[config.mk]
export PLATFORM = sky130hd
export DESIGN_NAME = irq_controller_flat
export DESIGN_NICKNAME = d
export VERILOG_FILES = /design/src/rtl/peripheral_pkg.sv /design/src/rtl/irq_controller_if.sv /design/src/rtl/irq_prio_enc.sv /design/src/rtl/irq_controller.sv /design/src/flat_wrapper.sv
export SDC_FILE = /design/constraint.sdc
export NUM_CORES = 1
export LEC_CHECK = 0
export ABC_AREA = 1
export CORE_UTILIZATION = 38
export CTS_CLUSTER_SIZE = 25
export DETAILED_ROUTE_END_ITERATION = 10
export PLACE_DENSITY = 0.78
export SETUP_SLACK_MARGIN = 0.15
export SYNTH_ARGS = -nofsm -noshare
export SYNTH_HDL_FRONTEND = slang
export SYNTH_SLANG_ARGS = --single-unit
[constraint.sdc]
create_clock -name clk -period 1.4 [get_ports clk]
set_input_delay 0.35 -clock clk [delete_from_list [all_inputs] [get_ports clk]]
set_output_delay 0.35 -clock clk [all_outputs]
set_load 0.05 [all_outputs]
[src/rtl/peripheral_pkg.sv]
// Shared constants and types for the peripheral block: page bases and
// the irq_controller register offsets (word index, data_addr[11:2]).
package peripheral_pkg;

    typedef logic [4:0] irq_id_t;

    localparam logic [19:0] TIMER32_BASE_ADDR = 20'h00021;
    localparam logic [19:0] IRQC_BASE_ADDR    = 20'h00022;

    localparam logic [9:0] IRQC_REG_PENDING = 10'd0;
    localparam logic [9:0] IRQC_REG_ENABLE  = 10'd1;
    localparam logic [9:0] IRQC_REG_MODE    = 10'd2;
    localparam logic [9:0] IRQC_REG_CLEAR   = 10'd3;
    localparam logic [9:0] IRQC_REG_CLAIM   = 10'd4;
    localparam logic [9:0] IRQC_REG_GIE     = 10'd5;

endpackage

[src/rtl/irq_controller_if.sv]
// req/gnt/rvalid data bus shared by the peripherals.
interface irq_controller_if;

    logic        data_req;
    logic        data_we;
    logic [3:0]  data_be;
    logic [31:0] data_addr;
    logic [31:0] data_wdata;
    logic        data_gnt;
    logic        data_rvalid;
    logic [31:0] data_rdata;

    modport master (
        output data_req, data_we, data_be, data_addr, data_wdata,
        input  data_gnt, data_rvalid, data_rdata
    );

    modport slave (
        input  data_req, data_we, data_be, data_addr, data_wdata,
        output data_gnt, data_rvalid, data_rdata
    );

endinterface

[src/rtl/irq_prio_enc.sv]
// Fixed-priority encoder: the lowest set index of active wins.
// id is 0 when nothing is active.
module irq_prio_enc
    import peripheral_pkg::*;
#(
    parameter int NUM_IRQ = 8
) (
    input  logic [NUM_IRQ-1:0] active,
    output logic               valid,
    output irq_id_t            id
);

    // Scan from the top down so the lowest set index is the last to write.
    always_comb begin
        valid = 1'b0;
        id    = '0;
        for (int i = NUM_IRQ - 1; i >= 0; i--) begin
            if (active[i]) begin
                valid = 1'b1;
                id    = irq_id_t'(i);
            end
        end
    end

endmodule

[src/rtl/irq_controller.sv]
// Interrupt controller: latches/masks peripheral irq lines and presents one
// prioritized request plus id to the core. Bus slave on the data bus.
module irq_controller
    import peripheral_pkg::*;
#(
    parameter int          NUM_IRQ   = 8,
    parameter logic [19:0] BASE_ADDR = IRQC_BASE_ADDR
) (
    input  logic               clk,
    input  logic               rst,
    irq_controller_if.slave    bus,
    input  logic [NUM_IRQ-1:0] irq_src,
    output logic               irq_out,
    output irq_id_t            irq_id
);

    logic [NUM_IRQ-1:0] pending;
    logic [NUM_IRQ-1:0] enable;
    logic [NUM_IRQ-1:0] mode;
    logic [NUM_IRQ-1:0] src_prev;
    logic [NUM_IRQ-1:0] active;
    logic [NUM_IRQ-1:0] rise;
    logic [NUM_IRQ-1:0] wr_mask;
    logic [NUM_IRQ-1:0] wr_data;
    logic [NUM_IRQ-1:0] clr_set;
    logic               gie;
    logic               decode;
    logic               accept;
    logic               wr_acc;
    logic               rd_acc;
    logic               prio_valid;
    irq_id_t            prio_id;
    logic [9:0]         reg_off;
    logic [31:0]        be_mask;
    logic [31:0]        rd_value;
    logic               unused_bits;

    // gnt blocks the cycle after an accept, so a held req is taken every 2nd cycle.
    assign decode  = (bus.data_addr[31:12] == BASE_ADDR);
    assign accept  = bus.data_req & decode & ~bus.data_gnt;
    assign wr_acc  = accept & bus.data_we;
    assign rd_acc  = accept & ~bus.data_we;
    assign reg_off = bus.data_addr[11:2];

    assign wr_mask = be_mask[NUM_IRQ-1:0];
    assign wr_data = bus.data_wdata[NUM_IRQ-1:0];

    // Bits beyond NUM_IRQ and the byte offset carry no state.
    assign unused_bits = ^{be_mask, bus.data_wdata, bus.data_addr[1:0]};

    assign active = pending & enable;
    assign rise   = irq_src & ~src_prev;

    irq_prio_enc #(.NUM_IRQ(NUM_IRQ)) u_prio (
        .active (active),
        .valid  (prio_valid),
        .id     (prio_id)
    );

    // Expand byte enables to a bit mask.
    always_comb begin
        be_mask = '0;
        for (int b = 0; b < 4; b++) begin
            be_mask[b*8 +: 8] = {8{bus.data_be[b]}};
        end
    end

    // Edge-pending clears from a CLEAR write or a successful CLAIM read.
    always_comb begin
        clr_set = '0;
        if (wr_acc && reg_off == IRQC_REG_CLEAR) begin
            clr_set = wr_data & wr_mask;
        end
        if (rd_acc && reg_off == IRQC_REG_CLAIM && prio_valid) begin
            for (int i = 0; i < NUM_IRQ; i++) begin
                if (prio_id == irq_id_t'(i)) clr_set[i] = 1'b1;
            end
        end
    end

    // Read mux; unmapped offsets and bits above NUM_IRQ read as 0.
    always_comb begin
        rd_value = '0;
        case (reg_off)
            IRQC_REG_PENDING: rd_value[NUM_IRQ-1:0] = pending;
            IRQC_REG_ENABLE:  rd_value[NUM_IRQ-1:0] = enable;
            IRQC_REG_MODE:    rd_value[NUM_IRQ-1:0] = mode;
            IRQC_REG_CLAIM:   rd_value = {prio_valid, 26'b0, prio_id};
            IRQC_REG_GIE:     rd_value[0] = gie;
            default:          rd_value = '0;
        endcase
    end

    // Bus handshake and read-data capture.
    always_ff @(posedge clk or posedge rst) begin
        if (rst) begin
            bus.data_gnt    <= 1'b0;
            bus.data_rvalid <= 1'b0;
            bus.data_rdata  <= '0;
        end else begin
            bus.data_gnt    <= accept;
            bus.data_rvalid <= bus.data_gnt;
            if (rd_acc) bus.data_rdata <= rd_value;
        end
    end

    // Configuration registers with byte-enable merge.
    always_ff @(posedge clk or posedge rst) begin
        if (rst) begin
            enable <= '0;
            mode   <= '0;
            gie    <= 1'b0;
        end else if (wr_acc) begin
            case (reg_off)
                IRQC_REG_ENABLE: enable <= (enable & ~wr_mask) | (wr_data & wr_mask);
                IRQC_REG_MODE:   mode   <= (mode & ~wr_mask) | (wr_data & wr_mask);
                IRQC_REG_GIE:    if (bus.data_be[0]) gie <= bus.data_wdata[0];
                default:         ;
            endcase
        end
    end

    // Edge lines are sticky (a rise beats a same-cycle clear); level lines track the source.
    always_ff @(posedge clk or posedge rst) begin
        if (rst) begin
            src_prev <= '0;
            pending  <= '0;
        end else begin
            src_prev <= irq_src;
            pending  <= (mode & (rise | (pending & ~clr_set))) | (~mode & irq_src);
        end
    end

    // Registered request and id to the core.
    always_ff @(posedge clk or posedge rst) begin
        if (rst) begin
            irq_out <= 1'b0;
            irq_id  <= '0;
        end else begin
            irq_out <= gie & prio_valid;
            irq_id  <= prio_id;
        end
    end

endmodule
[src/flat_wrapper.sv]
// flat-port wrapper written by rule: the top's interface ports become plain ports
module irq_controller_flat import peripheral_pkg::*;
#(
    parameter int          NUM_IRQ   = 8,
    parameter logic [19:0] BASE_ADDR = IRQC_BASE_ADDR
)
  (clk, rst, irq_src, irq_out, irq_id, bus_data_req, bus_data_we, bus_data_be, bus_data_addr, bus_data_wdata, bus_data_gnt, bus_data_rvalid, bus_data_rdata);
  irq_controller_if bus_i ();
  input  logic clk;
  input  logic rst;
  input  logic [NUM_IRQ-1:0] irq_src;
  output logic irq_out;
  output irq_id_t irq_id;
  input wire logic [$bits(bus_i.data_req)-1:0] bus_data_req;
  input wire logic [$bits(bus_i.data_we)-1:0] bus_data_we;
  input wire logic [$bits(bus_i.data_be)-1:0] bus_data_be;
  input wire logic [$bits(bus_i.data_addr)-1:0] bus_data_addr;
  input wire logic [$bits(bus_i.data_wdata)-1:0] bus_data_wdata;
  output wire logic [$bits(bus_i.data_gnt)-1:0] bus_data_gnt;
  output wire logic [$bits(bus_i.data_rvalid)-1:0] bus_data_rvalid;
  output wire logic [$bits(bus_i.data_rdata)-1:0] bus_data_rdata;
  assign bus_i.data_req = bus_data_req;
  assign bus_i.data_we = bus_data_we;
  assign bus_i.data_be = bus_data_be;
  assign bus_i.data_addr = bus_data_addr;
  assign bus_i.data_wdata = bus_data_wdata;
  assign bus_data_gnt = bus_i.data_gnt;
  assign bus_data_rvalid = bus_i.data_rvalid;
  assign bus_data_rdata = bus_i.data_rdata;
  irq_controller #(.NUM_IRQ(NUM_IRQ), .BASE_ADDR(BASE_ADDR)) u_core (.clk(clk), .rst(rst), .bus(bus_i), .irq_src(irq_src), .irq_out(irq_out), .irq_id(irq_id));
endmodule
==> impl_metrics.py, run 1 <==
metrics = {
    "synth": {
        "synth_area_leaders": "dfrtp_1 45%, nand2_1 19%, buf_4 7.0%, inv_1 5.3%, nor2_1 4.6%",
        "synth_top_cell_area_share_pct": 44.6,
        "syn_inst": 357,
        "yosysSeqAreaShare_pct": 44.6,
        "syn_area_sq_um": 2690,
        "synth.distinct_cells": 27,
        "ys_ff_latch": 48,
        "yosys.area.top_type": "dfrtp_1",
        "avgSynthCellArea_sq_um": 7.55,
        "yosysWarnings": 0,
    },
    "layout": {
        "multi_input_area_sq_um": 1610,
        "drive_gt1_share_pct": 40.0,
        "fillerInstances": 503,
        "seq_area_sq_um": 1200,
        "nets": 576,
        "diodes": 0,
        "area_delta_synth_final_pct": 70.8,
    },
    "drt": {
        "num_vias": 3004,
        "via_per_inst": 5.07,
        "drcViolationCount": 0,
        "drt_iter0_drc": 204,
        "firstDrtPassIters": 5,
        "antenna_left": 0,
        "wl_mm": 9.58,
        "wl_per_cell_microns": 16.2,
    },
    "worst_setup_path": {
        "rr_worst_depth": 11,
        "arrival_ns": 1.84,
        "critPathMaxStageDelay_ns": 0.42,
        "cp-end-kind": "flop",
        "crit_required_ns": 1.63,
        "worstPathCellList": "inv_2 -> nand3_2 -> nor2_4 -> nand2_2 -> nor2_4 -> nand2_8 -> nor2_4 -> buf_6 -> buf_12 -> nand2_4 -> o21ai_2",
        "crit_fanout": 8,
        "critPathLaunchType": "flop",
        "worstSetupStartpoint": "u_core.bus.data_gnt$_DFF_PP0_",
        "crit_type": "flop to flop",
        "regToRegStartpoint": "u_core.bus.data_gnt$_DFF_PP0_",
        "critPathSlowestCell": "dfrtp_2",
        "rrSetupSlack_ns": -0.20,
        "critical_path.most_common_cell": "nor2_4",
    },
    "die": {
        "die_x_microns": 86.2,
        "fp.coreArea_sq_um": 6830,
        "die_h_microns": 86.2,
        "die_area_sq_um": 7430,
        "initial_utilization_pct": 39.4,
        "rows": 30,
        "io_pins": 120,
    },
    "sta": {
        "hold_viol": 0,
        "setup_tns_ns": -4.60,
        "finClkSkew_ns": 0.0106,
        "final.period_utilization_pct": 114,
        "worst_slack_ns": -0.201,
        "fmax_mhz": 625,
        "period_minus_slack_ns": 1.60,
        "rsz0062_at_grt": "true",
        "setup_viol": 33,
        "maxSlewViolCount": 0,
    },
    "pwr": {
        "power_leakage_nw": 2.29,
        "pwr_density_cell_nw_per_um2": 595,
        "peakVddDrop_v": 0.000370,
    },
    "clock_tree": {
        "cts_tree": "built",
        "insertion_delay_ns": 0.31,
        "cts_made_buffers": 5,
        "cts-root-buf": "clkbuf_8",
        "cts_hold_buffers": 0,
        "htreeDepth": 2,
        "cts.path.max_buffers": 2,
        "clkSinkCount": 48,
        "clk_pin_slew_ns": 0.09,
    },
    "flow_run": {
        "maxCapViolations": 0,
    },
    "global_route": {
        "grt_overflow": 0,
        "grt_pass1_vias": 2946,
        "grt_max_degree": 23,
        "grt_usage_pct": 24.8,
        "grt_antenna_before_repair": 0,
        "grt_pass1_wl_mm": 14.1,
    },
    "min_path": {
        "hold_path.class": "input port to async pin",
    },
    "run_status": {
        "status": "finished with violations",
        "failed_checks": "negative setup slack",
    },
    "placed_design": {
        "gp_congestion": 0.910,
        "dpl.hpwl_mm": 5.47,
        "pre_cts_ws_ns": -0.650,
        "port_buffers": 65,
    },
}
## power breakdown
| part | total (mW) | internal, mW | switching (mW) |
|---|---|---|---|
| registers | 1.41 | 1.40 | 0.00734 |
| logic | 0.464 | 0.163 | 0.301 |
| clock network | 0.868 | 0.404 | 0.464 |
| total | 2.74 | 1.97 | 0.772 |
## logic make-up after synthesis
logic type | after synthesis | synth area share, %
buffers and inverters | 68 | 13.8
flip-flops | 48 | 44.6
AND/OR/NAND/NOR | 198 | 32.0
AO/OA/AOI/OAI | 42 | 9.43
other | 1 | 0.139
## stage by stage
stage | std cells | power (mW) | instance area, sq um | util [%] | hold slack, ns
3_3_place_gp | 559 | 1.87 | 3900 | 57.1 | 0.480
2_1_floorplan | 381 | 1.71 | 2810 | - | 0.380
4_1_cts | 584 | 2.72 | 4330 | 63.3 | 0.335
5_1_grt | 593 | 2.84 | 4600 | 67.4 | 0.347
6_report | 593 | 2.74 | 4600 | 67.4 | 0.332
3_5_place_dp | 559 | 1.88 | 3900 | 57.1 | 0.487
## cells in the mapped netlist, drive strengths merged
cell type / n
nor2: 44
a21oi: 3
nand3: 13
dfrtp: 48
o221ai: 4
nand4: 1
clkbuf: 1
o21ai: 31
nor3: 1
buf: 28
nand2: 138
o21bai: 1
conb: 1
o211ai: 1
o31ai: 1
a21boi: 1
nand3b: 1
inv: 39
## critical path, delay by kind of cell, from the launching register on
| family | cells | cell delay [ns] |
|---|---|---|
| buffers and inverters | 3 | 0.30 |
| flip-flops | 1 | 0.42 |
| AND/OR/NAND/NOR | 7 | 0.74 |
| AO/OA/AOI/OAI | 1 | 0.05 |
## placed cells by master, fill, tap and decap left out, drive strengths merged
| master | instances |
|---|---|
| nor2 | 44 |
| nand3 | 13 |
| a21oi | 3 |
| clkdlybuf4s15 | 4 |
| conb | 25 |
| clkdlybuf4s50 | 19 |
| buf | 87 |
| o221ai | 4 |
| clkbuf | 8 |
| o211ai | 1 |
| nor3 | 1 |
| inv | 38 |
| nand2 | 140 |
| dlymetal6s2s | 3 |
| o31ai | 1 |
| nand3b | 1 |
| nand4 | 1 |
| dlygate4sd2 | 22 |
| a21boi | 1 |
| o21bai | 1 |
| clkinvlp | 1 |
| dfrtp | 48 |
| o21ai | 31 |
## routing by layer
layer  vias up  wire length (microns)  global-route usage, %
met4         0                    429                   11.8
li1       1346                      -                      -
met1      1430                   3540                   28.6
met2       183                   4920                   44.4
met5         -                      0                      0
met3        45                    691                   4.86
## what timing repair did
action / CTS / global route
endpoints found under the setup margin: 35 / 48
setup buffers: 14 / 9
pin swaps: 54 / 23
resized for setup: 99 / 64
cloned: 3 / 0
## worst min-delay path by stage
stage | start | end | cells after the start
2_1_floorplan | rst | async pin | 1
3_3_place_gp | u_core.src_prev[6]$_DFF_PP0_ | u_core.pending[6]$_DFF_PP0_ | 3
3_5_place_dp | u_core.src_prev[0]$_DFF_PP0_ | u_core.pending[0]$_DFF_PP0_ | 3
4_1_cts | rst | async pin | 2
5_1_grt | rst | async pin | 2
6_report | rst | u_core.pending[0]$_DFF_PP0_ | 2
## layout make-up
type / count / area share, %
Multi-Input combinational cell: 267 / 34.9
Timing Repair Buffer: 135 / 31.1
Sequential cell: 48 / 26.1
Inverter: 39 / 3.32
Tap cell: 96 / 2.61
Clock buffer: 8 / 1.96
No activity file was read; power rests on OpenSTA's default activity.
==> run 2: changes to the inputs <==
--- a/config.mk
+++ b/config.mk
@@ -6,11 +6,12 @@
 export NUM_CORES = 1
 export LEC_CHECK = 0
 export ABC_AREA = 1
-export CORE_UTILIZATION = 38
+export CORE_UTILIZATION = 39
 export CTS_CLUSTER_SIZE = 25
 export DETAILED_ROUTE_END_ITERATION = 10
-export PLACE_DENSITY = 0.78
+export PLACE_DENSITY = 0.77
 export SETUP_SLACK_MARGIN = 0.15
 export SYNTH_ARGS = -nofsm -noshare
 export SYNTH_HDL_FRONTEND = slang
+export SYNTH_HIERARCHICAL = 1
 export SYNTH_SLANG_ARGS = --single-unit
==> impl_metrics.py, run 2 <==
metrics = {
    "sta": {
        "hold_viol": 0,
        "setup_viol": 37,
        "worst_slack_ns": -0.374,
        "final.period_utilization_pct": 127,
        "maxSlewViolCount": 0,
        "fmax_mhz": 564,
        "period_minus_slack_ns": 1.77,
        "finClkSkew_ns": 0.0117,
        "setup_tns_ns": -7.70,
        "rsz0062_at_grt": "true",
    },
    "layout": {
        "drive_gt1_share_pct": 31.8,
        "diodes": 0,
        "fin_cells": 646,
        "mostFrequentLayoutCell": "nand2_1",
        "nets": 626,
        "final_cell_mix": "117 x nand2_1, 51 x buf_4, 49 x dfrtp_1",
        "area_delta_synth_final_pct": 59.3,
        "final_util_pct": 64.7,
    },
    "synth": {
        "synthFlopType": "dfrtp_1",
        "synth_commonest_cells": "140 x nand2_1, 50 x dfrtp_1, 49 x inv_1, 38 x nor2_1, 32 x nand3_1",
        "synth-compound-area-share_pct": 3.68,
        "synth_top_family_by_area": "simple AND/OR/NAND/NOR gates",
        "synth_area_leaders": "dfrtp_1 42%, nand2_1 18%, buf_4 6.3%, inv_1 6.2%, nand3_1 5.4%",
        "synth.distinct_cells": 29,
        "synth_xor_area_share_pct": 0,
        "synth_top_cell_area_share_pct": 42.2,
        "avgSynthCellArea_sq_um": 7.28,
        "yosys.area.top_type": "dfrtp_1",
        "synthMuxAreaShare_pct": 0,
        "yosysSeqAreaShare_pct": 42.2,
        "syn_area_sq_um": 2960,
        "synthSimpleGateAreaFrac_pct": 38.2,
        "synthArstFlopShare_pct": 100,
        "ys_ff_latch": 50,
        "synthAdderAreaFrac_pct": 0,
        "syn_inst": 407,
        "synth_most_common_cell": "nand2_1",
        "yosysWarnings": 6,
        "synth_edf_count": 0,
    },
    "drt": {
        "drcViolationCount": 0,
        "drt_iter0_drc": 275,
        "via_per_inst": 4.80,
        "wl_mm": 8.89,
        "wl_per_cell_microns": 13.8,
        "num_vias": 3098,
        "antenna_left": 0,
        "firstDrtPassIters": 4,
    },
    "worst_setup_path": {
        "worstPathCellList": "nand2_2 -> inv_2 -> or2_4 -> nor3_4 -> nor2_4 -> inv_2 -> nand2_4 -> nor2_2 -> nand4_1 -> nand3_1 -> nand2_1",
        "regToRegStartpoint": "u_core/pending[7]$_DFF_PP0_",
        "cp-end-kind": "flop",
        "rr_worst_depth": 11,
        "crit_type": "flop to flop",
        "critPathMaxStageDelay_ns": 0.43,
        "crit_fanout": 4,
        "worstSetupStartpoint": "u_core/pending[7]$_DFF_PP0_",
        "worst-path-buf-inv": 2,
        "cp.depth": 11,
        "critPathTopFamily": "simple AND/OR/NAND/NOR gates",
        "arrival_ns": 1.98,
        "critPathLaunchType": "flop",
        "critPathSlowestCell": "dfrtp_1",
        "critical_path.most_common_cell": "inv_2",
        "crit_required_ns": 1.60,
    },
    "die": {
        "die_area_sq_um": 7950,
        "rows": 31,
        "die_h_microns": 89.1,
        "io_pins": 120,
        "initial_utilization_pct": 40.6,
        "fp.coreArea_sq_um": 7290,
        "die_x_microns": 89.1,
    },
    "pwr": {
        "p_sw_share_pct": 30.0,
        "internal_power_mw": 2.04,
        "power_leakage_nw": 2.40,
        "power.switching_uw": 873,
        "pwr_density_cell_nw_per_um2": 617,
        "peakVddDrop_v": 0.000408,
        "comb_power_share_pct": 17.5,
        "pwr-share-seq_pct": 50.9,
        "p_clk_share_pct": 31.6,
    },
    "global_route": {
        "grt_pass1_vias": 3053,
        "grt_usage_pct": 24.0,
        "grt_overflow": 0,
        "grt_antenna_before_repair": 0,
        "grt_max_degree": 29,
        "grt_pass1_wl_mm": 14.4,
    },
    "clock_tree": {
        "cts_made_buffers": 5,
        "cts_hold_buffers": 0,
        "cts_tree": "built",
        "cts.path.max_buffers": 2,
        "insertion_delay_ns": 0.31,
        "htreeDepth": 2,
        "clk_pin_slew_ns": 0.11,
        "clkSinkCount": 50,
        "cts-root-buf": "clkbuf_8",
    },
    "placed_design": {
        "gp_congestion": 0.929,
        "dpl.hpwl_mm": 5.99,
        "dp.cells": 615,
        "pre_cts_ws_ns": -0.648,
        "port_buffers": 67,
    },
    "run_status": {
        "failed_checks": "negative setup slack",
        "status": "finished with violations",
    },
    "flow_run": {
        "maxCapViolations": 0,
    },
    "min_path": {
        "hold_path.class": "input port to async pin",
    },
}
-- run 2: cell types whose count changed after synthesis, sizes merged, moves of 3 or more --
cell / change
nand2: +5
o21ai: -13
inv: +14
buf: +3
nand3: +21
nand4: +12
nor3: +11
o221ai: -4
-- run 2: power by group through the flow --
stage,Sequential (mW),Combinational (mW),Clock (mW)
after floorplan,1.52,0.285,0
after CTS,1.48,0.502,0.933
final,1.48,0.509,0.920
after global placement,1.51,0.493,0
after global routing,1.49,0.551,0.986
after detailed placement,1.51,0.501,0
-- run 2: cells by family (layout without fill, tap and decap cells) --
kind of cell	count (synthesis)	after routing
simple gates	249	254
buf+inv	85	197
flops	50	50
compound gates	21	21
other cells	2	25
-- run 2: final cells by class --
cell class                      instances  area [sq um]
Timing Repair Buffer                  135          1430
Sequential cell                        50          1250
Inverter                               54           220
Fill cell                             592          2570
Clock inverter                          3          26.3
Multi-Input combinational cell        300          1600
Clock buffer                            5          68.8
Tap cell                               99           124
-- run 2: final timing paths --
kind                                           endpoint  slack, ns
setup / recovery            u_core/pending[3]$_DFF_PP0_      -0.37
hold / removal                   u_core/gie$_DFFE_PP0P_       0.43
hold reg to reg             u_core/pending[4]$_DFF_PP0_       0.50
max in group asynchronous                     async pin       0.80
setup reg to reg            u_core/pending[3]$_DFF_PP0_      -0.37
min in group clk           u_core/src_prev[6]$_DFF_PP0_       0.49
-- run 2: repair_timing --
action | in CTS | in global routing
setup endpoints to repair | 47 | 53
resized for setup | 77 | 30
cloned | 5 | 0
setup buffers | 12 | 6
pin swaps | 38 | 28
-- run 2: through the flow --
step                      total power, mW  cell area, sq um  hold WS, ns
after floorplan                      1.80              3060        0.381
after global placement               2.00              4200        0.477
after detailed placement             2.01              4200        0.491
after CTS                            2.92              4590        0.428
after global routing                 3.02              4720        0.441
final                                2.91              4720        0.426
-- run 2: layer usage --
layer / part of all wire (%) / track usage [%] / wire [microns]
met5: 0 / 0 / 0
met4: 2.6 / 8.08 / 229
met2: 48 / 43.3 / 4250
met1: 41 / 29.0 / 3610
met3: 9.0 / 3.88 / 803
-- run 2: worst min-delay path, stage by stage --
cell and delay, ns:
clkdlybuf4s50_1 0.44, clkinvlp_4 0.13, buf_12 0.18
==> run 3: changes to the inputs <==
--- a/config.mk
+++ b/config.mk
@@ -11,6 +11,7 @@
 export DETAILED_ROUTE_END_ITERATION = 10
 export PLACE_DENSITY = 0.77
 export SETUP_SLACK_MARGIN = 0.15
+export SKIP_CTS_REPAIR_TIMING = 1
 export SYNTH_ARGS = -nofsm -noshare
 export SYNTH_HDL_FRONTEND = slang
 export SYNTH_HIERARCHICAL = 1
==> impl_metrics.py, run 3 (same netlist as run 2, synthesis figures left out) <==
metrics = {
    "layout": {
        "fillerInstances": 578,
        "final_util_pct": 65.3,
        "drive_gt1_share_pct": 29.8,
        "final_cell_mix": "128 x nand2_1, 49 x dfrtp_1, 47 x buf_4",
        "nets": 623,
        "diodes": 0,
        "mostFrequentLayoutCell": "nand2_1",
        "area_delta_synth_final_pct": 60.8,
    },
    "worst_setup_path": {
        "arrival_ns": 2.01,
        "critPathLaunchType": "flop",
        "crit_type": "flop to flop",
        "crit_required_ns": 1.61,
        "crit_fanout": 4,
        "cp-end-kind": "flop",
    },
    "placed_design": {
        "dpl.hpwl_mm": 5.99,
        "port_buffers": 67,
        "gp_congestion": 0.929,
    },
    "clock_tree": {
        "insertion_delay_ns": 0.32,
        "cts-root-buf": "clkbuf_8",
        "cts_made_buffers": 5,
        "cts_tree": "built",
        "clk_pin_slew_ns": 0.11,
        "clkSinkCount": 50,
        "htreeDepth": 2,
        "cts.path.max_buffers": 2,
    },
    "drt": {
        "wl_mm": 8.85,
        "num_vias": 3101,
        "highest_layer": "met4",
        "drcViolationCount": 0,
        "via_per_inst": 4.82,
        "firstDrtPassIters": 5,
        "drt_iter0_drc": 310,
        "wl_met1_mm": 3.56,
        "wl_per_cell_microns": 13.8,
        "antenna_left": 0,
        "wl_met2_mm": 4.40,
        "wl_met3_microns": 773,
    },
    "sta": {
        "finClkSkew_ns": 0.0109,
        "period_minus_slack_ns": 1.80,
        "setup_viol": 36,
        "hold_viol": 0,
        "fmax_mhz": 557,
        "worst_slack_ns": -0.397,
        "final.period_utilization_pct": 128,
        "maxSlewViolCount": 0,
        "rsz0062_at_grt": "true",
        "whs_ns": 0.416,
    },
    "flow_run": {
        "maxCapViolations": 0,
    },
    "global_route": {
        "grt_pass1_vias": 2744,
        "grt_overflow": 0,
        "grt_pass1_wl_mm": 12.6,
        "grt_antenna_before_repair": 0,
        "grt_max_degree": 29,
        "grt_usage_pct": 20.8,
    },
    "run_status": {
        "status": "finished with violations",
        "failed_checks": "negative setup slack",
    },
    "pwr": {
        "peakVddDrop_v": 0.000335,
        "power_leakage_nw": 2.55,
        "pwr_density_cell_nw_per_um2": 614,
    },
    "die": {
        "initial_utilization_pct": 40.6,
        "io_pins": 120,
        "fp.coreArea_sq_um": 7290,
        "die_h_microns": 89.1,
        "rows": 31,
        "die_area_sq_um": 7950,
        "die_x_microns": 89.1,
    },
    "min_path": {
        "hold_path.class": "input port to async pin",
    },
}
## run 3: worst paths after layout
check / slack (ns) / end / start / cells past startpoint
hold / removal: 0.42 / u_core/gie$_DFFE_PP0P_ / rst / 3
min in group clk: 0.44 / u_core/bus.data_rdata[0]$_DFFE_PP0N_ / bus_data_addr[24] / 6
setup / recovery: -0.40 / u_core/pending[0]$_DFF_PP0_ / u_core/pending[7]$_DFF_PP0_ / 11
hold reg to reg: 0.50 / u_core/pending[1]$_DFF_PP0_ / u_core/src_prev[1]$_DFF_PP0_ / 3
max in group asynchronous: 0.81 / async pin / rst / 3
setup reg to reg: -0.40 / u_core/pending[0]$_DFF_PP0_ / u_core/pending[7]$_DFF_PP0_ / 11
## run 3: area by class of cell
type                            instances  area [sq um]  area share (%)
Timing Repair Buffer                  133          1500            31.6
Multi-Input combinational cell        299          1580            33.1
Inverter                               54           213            4.47
Tap cell                               99           124            2.60
Clock inverter                          3          26.3           0.552
Clock buffer                            5          68.8            1.44
Sequential cell                        50          1250            26.3
## run 3: power by group
part           switching, mW  internal (mW)
logic                  0.310          0.211
clock network          0.553          0.369
registers             0.0134           1.47
total                  0.876           2.05
## run 3: critical path, stage by stage (launching register included)
cell and delay [ns]:
dfrtp_1 0.43, nand2_2 0.09, inv_2 0.04, or2_4 0.25, nor3_4 0.22, nor2_2 0.08, inv_1 0.07, nand2_2 0.09
nor2_1 0.14, nand4_1 0.13, nand3_1 0.10, nand2_1 0.05
## run 3: per-stage QoR
step	setup TNS, ns	worst slack (ns)	instances	area, sq um	power [mW]
6_report	-9.61	-0.397	643	4760	2.93
5_1_grt	-13.03	-0.560	643	4760	3.04
4_1_cts	-10.51	-0.387	623	4290	2.92
3_5_place_dp	-21.10	-0.648	615	4200	2.01
3_3_place_gp	-19.71	-0.606	615	4200	2.00
2_1_floorplan	-3.20	-0.172	430	3060	1.80
## run 3: routing by layer
metal	vias to the layer above	track usage [%]
met5	-	0
met4	0	4.91
met3	13	3.69
met2	158	37.5
met1	1429	25.9
li1	1501	-
